==> src/rtl/snn_spike_decoder.sv <==
`default_nettype none
// +--------------------------------------------------------------------------+
// | snn_spike_decoder: windowed per-neuron spike counts, arg-max class result  |
// | Revision 1.0 - initial release                                           |
// +--------------------------------------------------------------------------+
module snn_spike_decoder #(
   parameter int N2     = 2,
   parameter int WINDOW = 64,
   parameter int CNT_W  = 8,
   parameter int IDX_W  = 1
) (
   input  logic             clk,
   input  logic             reset,
   input  logic [N2-1:0]    spike_in,
   input  logic             start,
   output logic             busy,
   output logic             class_valid,
   input  logic             class_ready,
   output logic [IDX_W-1:0] class_idx,
   output logic [CNT_W-1:0] class_count,
   output logic             no_spike
);

   typedef enum logic [1:0] {
      S_IDLE   = 2'd0,
      S_COUNT  = 2'd1,
      S_ARGMAX = 2'd2,
      S_HOLD   = 2'd3
   } state_t;

   localparam logic [CNT_W-1:0] C_WIN_LAST  = CNT_W'(WINDOW - 1);
   localparam logic [IDX_W-1:0] C_SCAN_LAST = IDX_W'(N2 - 1);
   localparam logic [CNT_W-1:0] C_SAT       = '1;

   state_t           state_q, state_d;
   logic [CNT_W-1:0] cnt_q [N2];
   logic [CNT_W-1:0] cnt_d [N2];
   logic [CNT_W-1:0] win_q, win_d;
   logic [IDX_W-1:0] scan_q, scan_d;
   logic [IDX_W-1:0] best_idx_q, best_idx_d;
   logic [CNT_W-1:0] best_cnt_q, best_cnt_d;
   logic [IDX_W-1:0] class_idx_q, class_idx_d;
   logic [CNT_W-1:0] class_count_q, class_count_d;
   logic             no_spike_q, no_spike_d;

   logic [CNT_W-1:0] scan_cnt;
   logic             scan_better;
   logic [IDX_W-1:0] next_idx;
   logic [CNT_W-1:0] next_cnt;

   // Strictly-greater compare keeps the lowest index on ties.
   always_comb begin
      scan_cnt    = cnt_q[scan_q];
      scan_better = scan_cnt > best_cnt_q;
      next_idx    = scan_better ? scan_q   : best_idx_q;
      next_cnt    = scan_better ? scan_cnt : best_cnt_q;
   end

   always_comb begin
      state_d       = state_q;
      cnt_d         = cnt_q;
      win_d         = win_q;
      scan_d        = scan_q;
      best_idx_d    = best_idx_q;
      best_cnt_d    = best_cnt_q;
      class_idx_d   = class_idx_q;
      class_count_d = class_count_q;
      no_spike_d    = no_spike_q;
      case (state_q)
         S_IDLE: begin
            if (start) begin
               state_d    = S_COUNT;
               for (int i = 0; i < N2; i++) cnt_d[i] = '0;
               win_d      = '0;
               scan_d     = '0;
               best_idx_d = '0;
               best_cnt_d = '0;
            end
         end
         S_COUNT: begin
            for (int i = 0; i < N2; i++) begin
               if (spike_in[i] && (cnt_q[i] != C_SAT)) cnt_d[i] = cnt_q[i] + CNT_W'(1);
            end
            win_d = win_q + CNT_W'(1);
            if (win_q == C_WIN_LAST) state_d = S_ARGMAX;
         end
         S_ARGMAX: begin
            best_idx_d = next_idx;
            best_cnt_d = next_cnt;
            scan_d     = scan_q + IDX_W'(1);
            if (scan_q == C_SCAN_LAST) begin
               state_d       = S_HOLD;
               class_idx_d   = next_idx;
               class_count_d = next_cnt;
               no_spike_d    = (next_cnt == '0);
            end
         end
         S_HOLD: begin
            if (class_ready) state_d = S_IDLE;
         end
         default: state_d = S_IDLE;
      endcase
   end

   always_ff @(posedge clk or negedge reset) begin
      if (!reset) begin
         state_q       <= S_IDLE;
         cnt_q         <= '{default: '0};
         win_q         <= '0;
         scan_q        <= '0;
         best_idx_q    <= '0;
         best_cnt_q    <= '0;
         class_idx_q   <= '0;
         class_count_q <= '0;
         no_spike_q    <= 1'b0;
      end else begin
         state_q       <= state_d;
         cnt_q         <= cnt_d;
         win_q         <= win_d;
         scan_q        <= scan_d;
         best_idx_q    <= best_idx_d;
         best_cnt_q    <= best_cnt_d;
         class_idx_q   <= class_idx_d;
         class_count_q <= class_count_d;
         no_spike_q    <= no_spike_d;
      end
   end

   assign busy        = (state_q != S_IDLE);
   assign class_valid = (state_q == S_HOLD);
   assign class_idx   = class_idx_q;
   assign class_count = class_count_q;
   assign no_spike    = no_spike_q;

endmodule
`default_nettype wire

==> config.mk <==
export PLATFORM = sky130hd
export DESIGN_NAME = snn_spike_decoder
export DESIGN_NICKNAME = d
export VERILOG_FILES = /design/src/rtl/snn_spike_decoder.sv
export SDC_FILE = /design/constraint.sdc
export NUM_CORES = 1
export LEC_CHECK = 0
export CAP_MARGIN = 20
export CORE_UTILIZATION = 56
export CTS_CLUSTER_SIZE = 10
export DETAILED_ROUTE_END_ITERATION = 7
export PLACE_DENSITY_LB_ADDON = 0.1
export SLEW_MARGIN = 20
export SYNTH_ARGS = -nofsm -noshare
export SYNTH_HDL_FRONTEND = slang
export SYNTH_SLANG_ARGS = --single-unit
==> constraint.sdc <==
create_clock -name clk -period 4 [get_ports clk]
set_input_delay 0.4 -clock clk [delete_from_list [all_inputs] [get_ports clk]]
set_output_delay 0.4 -clock clk [all_outputs]
set_load 0.01 [all_outputs]
==> impl_metrics.yaml, run 1 <==
synth:
  synthSimpleGateAreaFrac_pct: 20.0
  synthAdderAreaFrac_pct: 7.17
  synthFlopType: "dfrtp_1"
  syn-cell-area_um2: 2790
  synth_async_sr_flop_share_pct: 100
  syn_inst: 311
  synth-xor-area-share_pct: 5.65
  synth_edf_count: 0
  synth-seq-cells: 46
  syn-num-nets: 333
  synth_top_family_by_area: "simple AND/OR/NAND/NOR gates"
  ys_types: 43
  synth_area_leaders: "dfrtp_1, ha_1, mux2i_1"
  syn_area_per_cell_um2: 8.98
  yosys.area.top_type: "dfrtp_1"
  synth_top_area_share_pct: 41.2
  synth_compound_area_share_pct: 13.0
  ys_seq_area_share_pct: 41.2
  yosysWarningCount: 0
  muxShareOfSynthArea_pct: 7.84
grt:
  grt_util_all_layers_pct: 25.1
  grt_overflow: 0
  grt_pass1_wl_um: 10200
  grt_max_degree: 47
  first_global_vias: 2154
  antenna_found_initial: 0
cts:
  cts_setup_buffers: 0
  cts_buffer_depth: 2
  hold_buffers: 0
  cts_tree: "done"
  cts_resized: 0
  clk_pin_slew_ps: 80
  cts.sinks: 46
  cts_made_buffers: 5
  cts_root_buf: "clkbuf_8"
  htreeDepth: 2
  worstSkewPairLatency_ps: 310
detailed_routing:
  remaining_drc_errors: 0
  drt-wirelength-per-cell_um: 15.6
  first_iter_violations: 104
  avgViaCountPerCell: 5.95
  first_pass_iters: 4
  drt_wl_total_um: 6080
  ant_nets: 0
  vias: 2315
setup_path:
  arrival_ps: 3340
  worstSetupPathType: "flop to flop"
  r2r_setup_slack_ps: 830
  required_ps: 4170
  critPathMaxFanout: 21
  cp-end-kind: "flop"
  start_kind: "flop"
sta:
  setup_viol: 0
  drv_slew: 0
  fin_crit_ps: 3170
  max_freq_mhz: 315
  fin_setup_tns_ps: 0
  hold_viol_final: 0
  rsz0062_at_grt: "false"
  worstMarginPinSlew_ps: 838
  fin_crit_sh_pct: 79.2
  slew_headroom_pct: 43.9
  finalClockSkew_ps: 8.42
floorplan:
  num_rows: 25
  ioPinCount: 18
  core_area_um2: 4750
  fp.dieH_um: 72.6
  die_w_um: 72.6
  start_util_pct: 58.7
  die-area_um2: 5270
layout:
  drive_gt1_share_pct: 5.59
  layout.nets: 344
  mostFrequentLayoutCell: "dfrtp_1"
  area_growth_pct: 10.3
  diodes: 0
  mostFrequentLayoutCells: "dfrtp_1, nor2_1, nand2_1, nand3_1, inv_1"
min_path:
  hp-class: "input port to async pin"
placed_design:
  gp_congestion: 0.853
  io_buffers: 17
  hpwl_um: 4390
power:
  peakVddDrop_mv: 0.235
  p_total_mw: 1.22
  leakage_nw: 1.39
  power_density_nw_per_um2: 396
job:
  cap_violations: 0
status:
  status: "finished clean"
[cell families after synthesis]
family | Yosys count
AO/OA/AOI/OAI | 57
XOR/XNOR | 18
adder cells (fa/ha/maj) | 16
buffers and inverters | 36
flip-flops | 46
multiplexers | 21
AND/OR/NAND/NOR | 117
[final timing paths]
kind | to | start | depth (start not counted)
worst max register to register | class_count[1] | scan_q | 10
worst min-delay path | class_count[1] | reset | 1
worst min register to register | class_count[4] | class_count[4] | 2
max in group asynchronous | best_cnt_q[1] | reset | 1
worst max-delay path | class_count[1] | scan_q | 10
min in group clk | class_count[4] | class_count[4] | 2
[sequential cells by signal, summed over array words and instances (netlist names)]
name         flops
win_q            8
no_spike         1
class_idx        1
scan_q           1
state_q          2
class_count      8
best_idx_q       1
best_cnt_q       8
cnt_q           16
[final cells by class]
type	instances	area, µm²
fill	430	1670
timing repair buffer	19	183
sequential	46	1150
tap	67	83.8
multi-input combinational	229	1500
clock buffer	6	72.6
inverter	21	78.8
clock inverter	1	7.51
[synthesized netlist by cell type, drive strengths merged, types with 2 or more instances]
library cell / count
o22ai: 4
ha: 16
nor2: 30
nor3: 5
xor2: 11
nand3: 26
nand2: 28
mux2i: 17
a21oi: 9
dfrtp: 46
o31a: 5
or3: 6
clkbuf: 11
and3: 2
o2111ai: 3
o21ai: 27
nand4: 9
xnor2: 7
inv: 21
mux2: 4
nor4: 4
o21a: 2
buf: 4
[report_power, final]
part	leakage (nW)	internal, mW	switching (mW)
combinational	0.789	0.127	0.154
clock	0.0373	0.120	0.157
sequential	0.559	0.526	0.135
[worst max-delay path: stages (launching register included)]
cell and delay [ps]:
dfrtp_1 730, mux2i_1 340, inv_1 80, ha_1 290, nor2b_1 130, o211ai_1 150, a21oi_1 120, o22ai_2 580
buf_4 320, mux2i_1 220, o21ai_1 70
[through the flow]
| step | hold WS, ps | util, % | setup slack, ps | area (µm²) | instances |
|---|---|---|---|---|---|
| after floorplan | 104 | - | 1530 | 2790 | 311 |
| after global placement | 468 | 63.1 | 987 | 3000 | 382 |
| after detailed placement | 474 | 63.1 | 882 | 3000 | 382 |
| after CTS | 303 | 64.7 | 853 | 3080 | 389 |
| after global routing | 139 | 64.8 | 572 | 3080 | 389 |
| final | 91.6 | 64.8 | 830 | 3080 | 389 |
[per-layer routing]
layer,track usage [%],vias up,routed length [µm]
met2,40.7,63,2970
met3,4.28,11,283
met1,32.3,1126,2700
met5,0,-,0
li1,-,1115,-
met4,12.6,0,118
(Power assumes the default switching activity.)
==> run 2, diff against run 1 <==
- clock period: 4 -> 3.2 ns (I/O delays scaled with it)
==> impl_metrics.yaml, run 2 (synthesis results as in run 1) <==
status:
  status: "finished clean"
sta:
  setup_viol: 0
  rsz0062_at_grt: "false"
  slew_headroom_pct: 46.6
  fin_crit_sh_pct: 90.4
  drv_slew: 0
  max_freq_mhz: 346
  worstMarginPinSlew_ps: 798
  hold_viol_final: 0
  worst_slack_ps: 306
  finalClockSkew_ps: 8.00
  fin_crit_ps: 2890
  fin_setup_tns_ps: 0
setup_path:
  cp-end-kind: "flop"
  path_cells: "mux2i_1, inv_1, ha_1, nand4_1, a21oi_1, o22ai_2, buf_4, or3b_1, o22ai_1"
  cp.buffers_inverters: 2
  critPathMaxFanout: 13
  max_stage_delay_ps: 740
  required_ps: 3420
  r2r_setup_slack_ps: 310
  arrival_ps: 3110
  cp_slowest_cell: "dfrtp_1"
  reg2reg_from: "scan_q"
  crit_family: "flip-flops"
  start_kind: "flop"
  worstSetupPathType: "flop to flop"
  crit_start: "scan_q"
grt:
  grt_overflow: 0
  grt_use_met3_pct: 4.28
  top_usage_layer: "met2"
  grt_max_degree: 47
  first_global_vias: 2123
  grtUsageMet1_pct: 34.8
  grt_pass1_wl_um: 10300
  grt_util_all_layers_pct: 25.5
  grt_use_met2_pct: 41.3
  antenna_found_initial: 0
layout:
  nFillCells: 434
  largest_reg_flops: 16
  area_growth_pct: 11.6
  diodes: 0
  mostFrequentLayoutCells: "dfrtp_1, nor2_1, nand2_1, nand3_1, inv_1"
  regArea_um2: 1150
  drive_gt1_share_pct: 6.17
  mostFrequentLayoutCell: "dfrtp_1"
  layout.nets: 345
  multi_input_area_um2: 1500
  regMostFlops: "cnt_q"
cts:
  hold_buffers: 0
  cts_resized: 0
  cts_tree: "done"
  cts_buffer_depth: 2
  cts.sinks: 46
  worstSkewPairLatency_ps: 310
  cts_root_buf: "clkbuf_8"
  clk_pin_slew_ps: 90
  cts_setup_buffers: 0
  htreeDepth: 2
  cts_made_buffers: 5
floorplan:
  fp.dieH_um: 72.6
  ioPinCount: 18
  die_w_um: 72.6
  core_area_um2: 4750
  num_rows: 25
  die-area_um2: 5270
  start_util_pct: 58.7
min_path:
  hp-class: "input port to async pin"
detailed_routing:
  ant_nets: 0
  avgViaCountPerCell: 5.74
  drt-wirelength-per-cell_um: 15.1
  vias: 2243
  drt_wl_total_um: 5900
  remaining_drc_errors: 0
  first_iter_violations: 127
  first_pass_iters: 4
power:
  peakVddDrop_mv: 0.258
  leakage_nw: 1.40
  power_density_nw_per_um2: 514
placed_design:
  hpwl_um: 4130
  gp_congestion: 0.931
  dpl_worst_slack_ps: 411
  io_buffers: 17
job:
  cap_violations: 0
## run 2: cell count changes in the layout (fill, tap and decap cells not counted), sizes merged
cell    change
buf         +1
bufinv      +1
## run 2: worst reg2reg max path: cells and delay by family, from the launching register on
kind / cells / cell delay (ps)
buffers and inverters: 2 / 270
adder cells (fa/ha/maj): 1 / 310
AO/OA/AOI/OAI: 3 / 540
AND/OR/NAND/NOR: 2 / 610
multiplexers: 1 / 340
flip-flops: 1 / 740
## run 2: through the flow
step	instances	power [mW]	instance area, µm²	hold slack, ps	utilization, %
after floorplan	311	1.06	2790	24.4	-
after global routing	391	1.71	3120	63.2	65.6
after detailed placement	383	1.18	3010	474	63.2
final	391	1.60	3120	13.3	65.6
after CTS	391	1.61	3120	223	65.5
after global placement	383	1.17	3010	462	63.2
## run 2: final timing paths
path / endpoint / cells past startpoint
worst max-delay path: best_cnt_q[7] / 9
worst min-delay path: win_q[0] / 1
worst max register to register: best_cnt_q[7] / 9
worst min register to register: class_count[6] / 2
max in group asynchronous: cnt_q[9] / 1
min in group clk: class_count[6] / 2
## run 2: layout make-up
| class | instances | area share, % |
|---|---|---|
| inverters | 21 | 2.53 |
| clock buffers | 6 | 2.33 |
| multi-input cells | 229 | 48.2 |
| well taps | 67 | 2.69 |
| clock inverters | 2 | 1.20 |
| flip-flops and latches | 46 | 36.9 |
| repair buffers | 20 | 6.10 |
## run 2: power by group
part           internal [mW]  leakage, nW  total (mW)  switching, mW
registers              0.657        0.559       0.823          0.166
clock network          0.233       0.0514       0.434          0.201
logic                  0.160        0.794       0.346          0.186
total                   1.05         1.40        1.60          0.553
## run 2: per-layer routing
layer	vias up	part of all wire, %	wire (µm)
met5	-	0	0
met4	0	2.0	119
met3	11	4.3	251
met2	51	47	2770
met1	1055	47	2760
li1	1126	-	-
==> run 3, diff against run 2 <==
- TNS_END_PERCENT: not set -> 5
==> results of run 3 <==
Same layout as run 2: the final DEF is identical, and so are final timing and power.
